===== src/rtl/cpu_pkg.sv =====
// Shared core definitions: sequencer states, special opcodes, opcode class helpers.
package cpu_pkg;

  typedef enum logic [1:0] {
    S_RUN  = 2'd0,
    S_IMM  = 2'd1,
    S_HALT = 2'd2
  } seq_state_t;

  localparam logic [6:0] OPC_HLT  = 7'b1100001;
  localparam logic [6:0] OPC_IADD = 7'b0100000;

  // IMM-class instructions carry a trailing immediate word; identified by the top two opcode bits.
  function automatic logic is_imm_class(input logic [1:0] opc_top);
    return (opc_top == 2'b01);
  endfunction

endpackage


===== src/rtl/hazard_detect.sv =====
// Load-use hazard compare between the decode operands and a load in EX.
module hazard_detect #(
  parameter int REG_W = 3
) (
  input  logic             id_valid,
  input  logic [REG_W-1:0] id_src1,
  input  logic [REG_W-1:0] id_src2,
  input  logic             id_use_src1,
  input  logic             id_use_src2,
  input  logic             ex_mem_read,
  input  logic [REG_W-1:0] ex_rdst,
  output logic             hazard
);

  // A load in EX whose destination feeds a live decode operand cannot be forwarded in time.
  always_comb begin
    hazard = id_valid & ex_mem_read &
             ((id_use_src1 & (id_src1 == ex_rdst)) |
              (id_use_src2 & (id_src2 == ex_rdst)));
  end

endmodule


===== src/rtl/pipe_seq_ctrl.sv =====
// Pipeline sequencing controller: PC / IF-ID / ID-EX enables, immediate fetch, halt, stall counter.
module pipe_seq_ctrl
  import cpu_pkg::*;
#(
  parameter int OPC_W = 7,
  parameter int REG_W = 3,
  parameter int CNT_W = 16
) (
  input  logic             clk,
  input  logic             reset,
  input  logic             id_valid,
  input  logic [OPC_W-1:0] id_opcode,
  input  logic [REG_W-1:0] id_src1,
  input  logic [REG_W-1:0] id_src2,
  input  logic             id_use_src1,
  input  logic             id_use_src2,
  input  logic             ex_mem_read,
  input  logic [REG_W-1:0] ex_rdst,
  input  logic             ex_branch_taken,
  output logic             pc_en,
  output logic             ifid_en,
  output logic             ifid_flush,
  output logic             idex_bubble,
  output logic             imm_capture,
  output logic             imm_sel,
  output logic             halted,
  output logic [CNT_W-1:0] stall_cnt
);

  seq_state_t       state_q, state_d;
  logic [CNT_W-1:0] stall_cnt_q, stall_cnt_d;
  logic             hazard;
  logic             dec_hlt;
  logic             dec_imm;

  hazard_detect #(.REG_W(REG_W)) u_hazard (
    .id_valid    (id_valid),
    .id_src1     (id_src1),
    .id_src2     (id_src2),
    .id_use_src1 (id_use_src1),
    .id_use_src2 (id_use_src2),
    .ex_mem_read (ex_mem_read),
    .ex_rdst     (ex_rdst),
    .hazard      (hazard)
  );

  assign dec_hlt   = id_valid & (id_opcode == OPC_W'(OPC_HLT));
  assign dec_imm   = id_valid & is_imm_class(id_opcode[OPC_W-1 -: 2]);
  assign stall_cnt = stall_cnt_q;

  // Next-state, stall counter update and pipeline control outputs.
  always_comb begin
    pc_en       = 1'b0;
    ifid_en     = 1'b0;
    ifid_flush  = 1'b0;
    idex_bubble = 1'b0;
    imm_capture = 1'b0;
    imm_sel     = 1'b0;
    halted      = 1'b0;
    state_d     = state_q;
    stall_cnt_d = stall_cnt_q;

    if (reset) begin
      ifid_flush  = 1'b1;
      idex_bubble = 1'b1;
      state_d     = S_RUN;
      stall_cnt_d = '0;
    end else begin
      case (state_q)
        S_RUN: begin
          if (ex_branch_taken) begin
            pc_en       = 1'b1;
            ifid_flush  = 1'b1;
            idex_bubble = 1'b1;
          end else if (hazard) begin
            // One bubble is enough: the load leaves EX and its result becomes forwardable.
            idex_bubble = 1'b1;
            if (stall_cnt_q != '1) begin
              stall_cnt_d = stall_cnt_q + CNT_W'(1);
            end
          end else if (dec_hlt) begin
            // HLT itself issues so it reaches retirement; fetch freezes from here on.
            state_d = S_HALT;
          end else if (dec_imm) begin
            // Hold the IMM-class instruction in decode while the PC steps past its immediate word.
            pc_en       = 1'b1;
            idex_bubble = 1'b1;
            imm_capture = 1'b1;
            state_d     = S_IMM;
          end else begin
            pc_en   = 1'b1;
            ifid_en = 1'b1;
          end
        end
        S_IMM: begin
          state_d = S_RUN;
          if (ex_branch_taken) begin
            pc_en       = 1'b1;
            ifid_flush  = 1'b1;
            idex_bubble = 1'b1;
          end else begin
            pc_en   = 1'b1;
            ifid_en = 1'b1;
            imm_sel = 1'b1;
          end
        end
        S_HALT: begin
          idex_bubble = 1'b1;
          halted      = 1'b1;
        end
        default: begin
          // Unused encoding: keep the pipeline quiet and fall back to normal run.
          idex_bubble = 1'b1;
          state_d     = S_RUN;
        end
      endcase
    end
  end

  // State and stall counter registers.
  always_ff @(posedge clk) begin
    if (reset) begin
      state_q     <= S_RUN;
      stall_cnt_q <= '0;
    end else begin
      state_q     <= state_d;
      stall_cnt_q <= stall_cnt_d;
    end
  end

endmodule


===== config.mk =====
export PLATFORM = sky130hd
export DESIGN_NAME = pipe_seq_ctrl
export DESIGN_NICKNAME = d
export VERILOG_FILES = /design/src/rtl/cpu_pkg.sv /design/src/rtl/hazard_detect.sv /design/src/rtl/pipe_seq_ctrl.sv
export SDC_FILE = /design/constraint.sdc
export NUM_CORES = 1
export LEC_CHECK = 0
export BUFFER_PORTS_ARGS = -buffer_cell sky130_fd_sc_hd__buf_4
export CAP_MARGIN = 20
export CORE_MARGIN = 2
export CORE_UTILIZATION = 49
export CTS_BUF_LIST = sky130_fd_sc_hd__clkbuf_8
export DETAILED_ROUTE_END_ITERATION = 10
export GPL_TIMING_DRIVEN = 0
export PLACE_DENSITY = 0.91
export SLEW_MARGIN = 5
export SYNTH_ARGS = -nofsm -noshare
export SYNTH_HDL_FRONTEND = slang
export SYNTH_HIERARCHICAL = 1
export SYNTH_SLANG_ARGS = --single-unit

===== constraint.sdc =====
create_clock -name clk -period 3.2 [get_ports clk]
set_input_delay 0.32 -clock clk [delete_from_list [all_inputs] [get_ports clk]]
set_output_delay 0.32 -clock clk [all_outputs]
set_load 0.02 [all_outputs]

## After elaboration in Yosys (flattened, before gate mapping)

Index checks and enable logic that the tools add are counted.

- Logic and storage cells: 60
- Output and inout port bits: 23
- Register bits: 18
- Input bits: 23

- Reductions and logical operators: 4
- Add/subtract/negate cells: 1
- Muxes and demuxes: 34
- Bitwise operators: 9
- Equal/unequal tests: 10

Operators with widths:

| cell | count |
|---|---|
| $mux W1 | 26 |
| $add A16 B1 Y16 const B | 1 |
| $ne A16 B16 Y1 const B | 1 |
| $mux W2 | 4 |
| $reduce_and A4 Y1 | 2 |
| $eq A7 B7 Y1 const B | 1 |
| $and A1 B1 Y1 | 6 |
| $eq A3 B3 Y1 | 2 |
| $pmux W1 S2 | 3 |
| $eq A2 B1 Y1 const B | 2 |
| $ne A2 B2 Y1 const B | 2 |
| $pmux W2 S2 | 1 |
| $ne A3 B3 Y1 const B | 1 |
| $eq A2 B2 Y1 const B | 1 |
| $logic_not A2 Y1 | 1 |
| $not A1 Y1 | 2 |
| $reduce_or A2 Y1 | 1 |
| $or A1 B1 Y1 | 1 |

## Logic depth before layout (Yosys ltp)

- Depth in word-level cells: 8
- Depth in mapped cells: 8
- Mapped depth without buffers: 7

## Hierarchy

The synthesis kept the hierarchy.

By module, submodules not included:

| module | instances | area each (um2) | cells an instance | sequential area each (um2) |
|---|---|---|---|---|
| pipe_seq_ctrl | 1 | 1059.8 | 133 | 360.3 |
| hazard_detect | 1 | 73.8 | 10 | 0.0 |

## Worst setup path before layout

Ideal clock, no wire load.

- Path kind: in2reg
- Start point: input port id_src1[2]
- End point: register stall_cnt_q[15], in the netlist stall_cnt[15]
- Setup time: 0.121 ns
- Stages on the path: 7
- Path slack: 0.675 ns
- Data required time: 3.079 ns
- Buffers on the path: 0
- Arrival time: 2.405 ns
- Cells stage by stage: xnor2_1 > nand4_1 > a21oi_1 > or4b_4 > or4_1 > nor3_1 > mux2_2

- Longest elaborated chain between the ends: 5

RTL lines:

| item | RTL line | text |
|---|---|---|
| from (decl) | pipe_seq_ctrl.sv:13 | `input logic [REG_W-1:0] id_src1,` |
| $eq A3 B3 Y1 | hazard_detect.sv:18 | `((id_use_src1 & (id_src1 == ex_rdst)) \|` |
| $and A1 B1 Y1 | hazard_detect.sv:18 |  |
| $or A1 B1 Y1 | hazard_detect.sv:18 |  |
| $and A1 B1 Y1 | hazard_detect.sv:17 | `hazard = id_valid & ex_mem_read &` |
| via hazard | pipe_seq_ctrl.sv:32 | `logic hazard;` |
| $reduce_and A4 Y1 (no line) | -- |  |
| to (signal assigned) | pipe_seq_ctrl.sv:127 | `stall_cnt_q <= stall_cnt_d;` |
| to (decl) | pipe_seq_ctrl.sv:31 | `logic [CNT_W-1:0] stall_cnt_q, stall_cnt_d;` |

The timed path passes the listed nets, and every way through them passes these cells.
A chain may end at the register's enable or synchronous reset.

## Worst setup path after layout

- Start point: input port ex_rdst[0]
- End point: register stall_cnt_q[6], in the netlist stall_cnt[6]

- Longest elaborated chain between the ends: 5
- Elaborated cells between the ends (all ways): 7
- Those cells by class: eq/ne: 2; bitwise: 4; reduce/logical: 1

RTL lines:

| item | RTL line | text |
|---|---|---|
| from (decl) | pipe_seq_ctrl.sv:18 | `input logic [REG_W-1:0] ex_rdst,` |
| $eq A3 B3 Y1 (on tied branches) | hazard_detect.sv:18, hazard_detect.sv:19 |  |
| $and A1 B1 Y1 (on tied branches) | hazard_detect.sv:18, hazard_detect.sv:19 |  |
| $or A1 B1 Y1 (*) | hazard_detect.sv:18 |  |
| $and A1 B1 Y1 (*) | hazard_detect.sv:17 |  |
| via hazard | pipe_seq_ctrl.sv:32 |  |
| $reduce_and A4 Y1 (no line) (*) | -- |  |

Mark *: on every way through the listed nets, which the timed path passes. The rest lies on a longest branch.

==> run summary <==
Setup CP Type -> in2reg
Initial core utilization -> 51.7%
Fin cells -> 219
Crit-path cells -> buf_4, xnor2_1, nand4_1, a21oi_1, or4b_4, clkbuf_1, or2_2, a211oi_1, mux2_2
# DRC -> 0
RSZ-0062 raised after global routing -> false
DR top layer -> met4
Critical path's top delay family -> simple AND/OR/NAND/NOR gates
Via density -> 5.74
Placed cell count -> 215
Post-CTS Setup Inserts -> 0
Global-route wire length before repair -> 4.66 mm
Cell Area, Synth -> 0.00113 mm²
Number of synthesized flops with an enable pin -> 0
Sink Count -> 18
#FFs+latches synth -> 18
Top cell type by total area after synthesis -> dfxtp_1
Setup_tns -> 0 ns
Hold path startpoint -> id_opcode[6]
Slowest CP cell -> or4b_4
Final global-route overflow total -> 0
Final Cycle Share -> 85.9%
Critical path launch point -> ex_rdst[0]
Worst Max-Slew Pin Slew -> 0.703 ns
Die X -> 52.1 µm
ANT nets after route -> 0
P_leak -> 0.000612 µW
Mapped Avg Cell Area -> 7.93 µm²
Ys Warns -> 6
Initial antenna violation count -> 0
Finished layout cell area -> 0.00155 mm²
Net Sw Frac -> 23.0%
Die height -> 52.1 µm
Top post-synthesis cells by area -> dfxtp_1, mux2_2, nor3_1, nor2_1, xnor2_1
Slew headroom -> 52.7%
Routed len/inst -> 13.5 µm
DRT Pass-1 Iters -> 4
Count leader, synth -> dfxtp_1
Peak supply drop -> 0.237 mV
Clk root buf -> clkbuf_8
Final Max Tran Viols -> 0
CP endpoint kind -> flop
Final Core Density -> 70.9%
Share of cells above drive strength 1 -> 30.9%
DR iter-0 viols -> 56
Std cell rows -> 17
Post-cts sizing count -> 0
Metal-1 WL -> 1.16 mm
Syn Inst Count -> 143
Area growth, synth to finish -> 37.1%
Dpl hpwl -> 2.22 mm
Sw Pwr -> 109 µW
Hold buffer count at cts -> 0
Count of different cell masters after synthesis -> 36
PD cells -> 306 mW/mm²
Worst-skew pair later-pin latency -> 0.26 ns
Arrival time of the worst setup path -> 2.90 ns
Vias in the first global route -> 1148
CORE AREA -> 0.00219 mm²
Cell-internal power -> 366 µW
Final setup fails -> 0
Max Cap Viol -> 0
Ports -> 46
Asr flop ratio synth -> 0%
Status -> finished clean
Share of the synthesized area in the top cell type -> 31.8%
Worst hold path class -> in2reg
Sequential Power Share -> 47.3%
Die area -> 0.00271 mm²
Clock buffer count from CTS -> 3
Met2 Wirelength -> 1.49 mm
IO buf count -> 44
Final net count -> 216
Combinational share of power -> 12.6%
Met3 routed WL -> 253 µm
Fmax -> 364 MHz
Reg2reg start -> state_q[0]$_SDFFE_PP0P_
WP buf/inv -> 2
Clock transition at path regs -> 0.07 ns
Clk buf depth -> 2
Htree depth -> 1
Primary FF master, synth -> dfxtp_1
Final Critical Period -> 2.75 ns
GRT Util Overall -> 23.2%
Syn_nets -> 167
Total placed instance area -> 0.00150 mm²
# diodes -> 0
Largest net degree at the start of global routing -> 11
CTS tree -> yes
Clock Skews -> 0.00668 ns
Commonest cells in the netlist -> dfxtp_1, nor2_1, nor3_1
RD Place Congestion -> 0.879
Sequential share of the synthesized area -> 31.8%
CP max FO -> 10
Critical path required time -> 3.35 ns
Crit start category -> input port
Vias -> 1258
CP peak stage delay -> 0.54 ns
Fin. Hold Viols -> 0
Total wire length -> 2.95 mm
Clock power share -> 40.2%
==> logic make-up after synthesis <==
group	synth area share [%]
AND/OR/NAND/NOR	38.3
AO/OA/AOI/OAI	13.9
flip-flops	31.8
buffers and inverters	4.30
XOR/XNOR	4.64
multiplexers	5.96
adder cells (fa/ha/maj)	1.10
==> cell usage in the layout, fill, tap and decap left out, drive strengths merged, types with 5 or more instances in the layout <==
cell	synthesis	routed
nand2	8	8
nand4	6	6
o21ai	5	5
inv	5	5
mux2	6	6
nor3	12	12
clkbuf	4	8
or4	5	5
a21oi	10	10
dfxtp	18	18
nor2b	5	5
nor2	16	16
buf	2	46
xnor2	6	6
==> per-stage QoR <==
stage	worst slack, ns	total power, µW	hold WS (ns)
after floorplan	0.675	257	0.504
after global placement	0.318	288	0.498
after detailed placement	0.182	290	0.514
after CTS	0.437	479	0.363
after global routing	0.275	487	0.399
final	0.451	476	0.370
==> registers in the layout, summed over array words and instances (netlist names) <==
name,flops
state_q,2
stall_cnt,16
==> metal layers <==
metal,track usage (%),vias up
met5,0,-
met4,12.3,0
met3,3.74,5
met2,43.9,65
met1,23.9,560
li1,-,628
==> power groups by stage <==
stage | registers [µW] | logic, µW | clock network, µW
final | 225 | 59.9 | 191
after global routing | 225 | 64.4 | 198
after detailed placement | 230 | 60.0 | 0
after floorplan | 230 | 26.7 | 0
after CTS | 225 | 60.2 | 194
after global placement | 230 | 58.1 | 0
==> path summary, 6_finish.rpt <==
kind / depth (start not counted) / end / slack [ns]
hold reg to reg: 2 / stall_cnt[7]$_SDFFE_PP0P_ / 0.53
setup reg to reg: 6 / stall_cnt[6]$_SDFFE_PP0P_ / 0.86
hold / removal: 4 / state_q[0]$_SDFFE_PP0P_ / 0.37
setup / recovery: 9 / stall_cnt[6]$_SDFFE_PP0P_ / 0.45
==> area by class of cell <==
| type | count | area [µm²] |
|---|---|---|
| plain buffers | 6 | 30.0 |
| inverters | 5 | 18.8 |
| repair buffers | 44 | 330 |
| multi-input cells | 114 | 724 |
| flip-flops and latches | 18 | 360 |
| well taps | 28 | 35.0 |
| clock buffers | 4 | 55.1 |
| fillers | 178 | 637 |
==> tightest hold or removal path, cell delays in order <==
cell	delay, ns
buf_4	0.08
nor2_1	0.06
nand2_1	0.08
nor2_1	0.05
No activity file was read; power rests on OpenSTA's default activity.
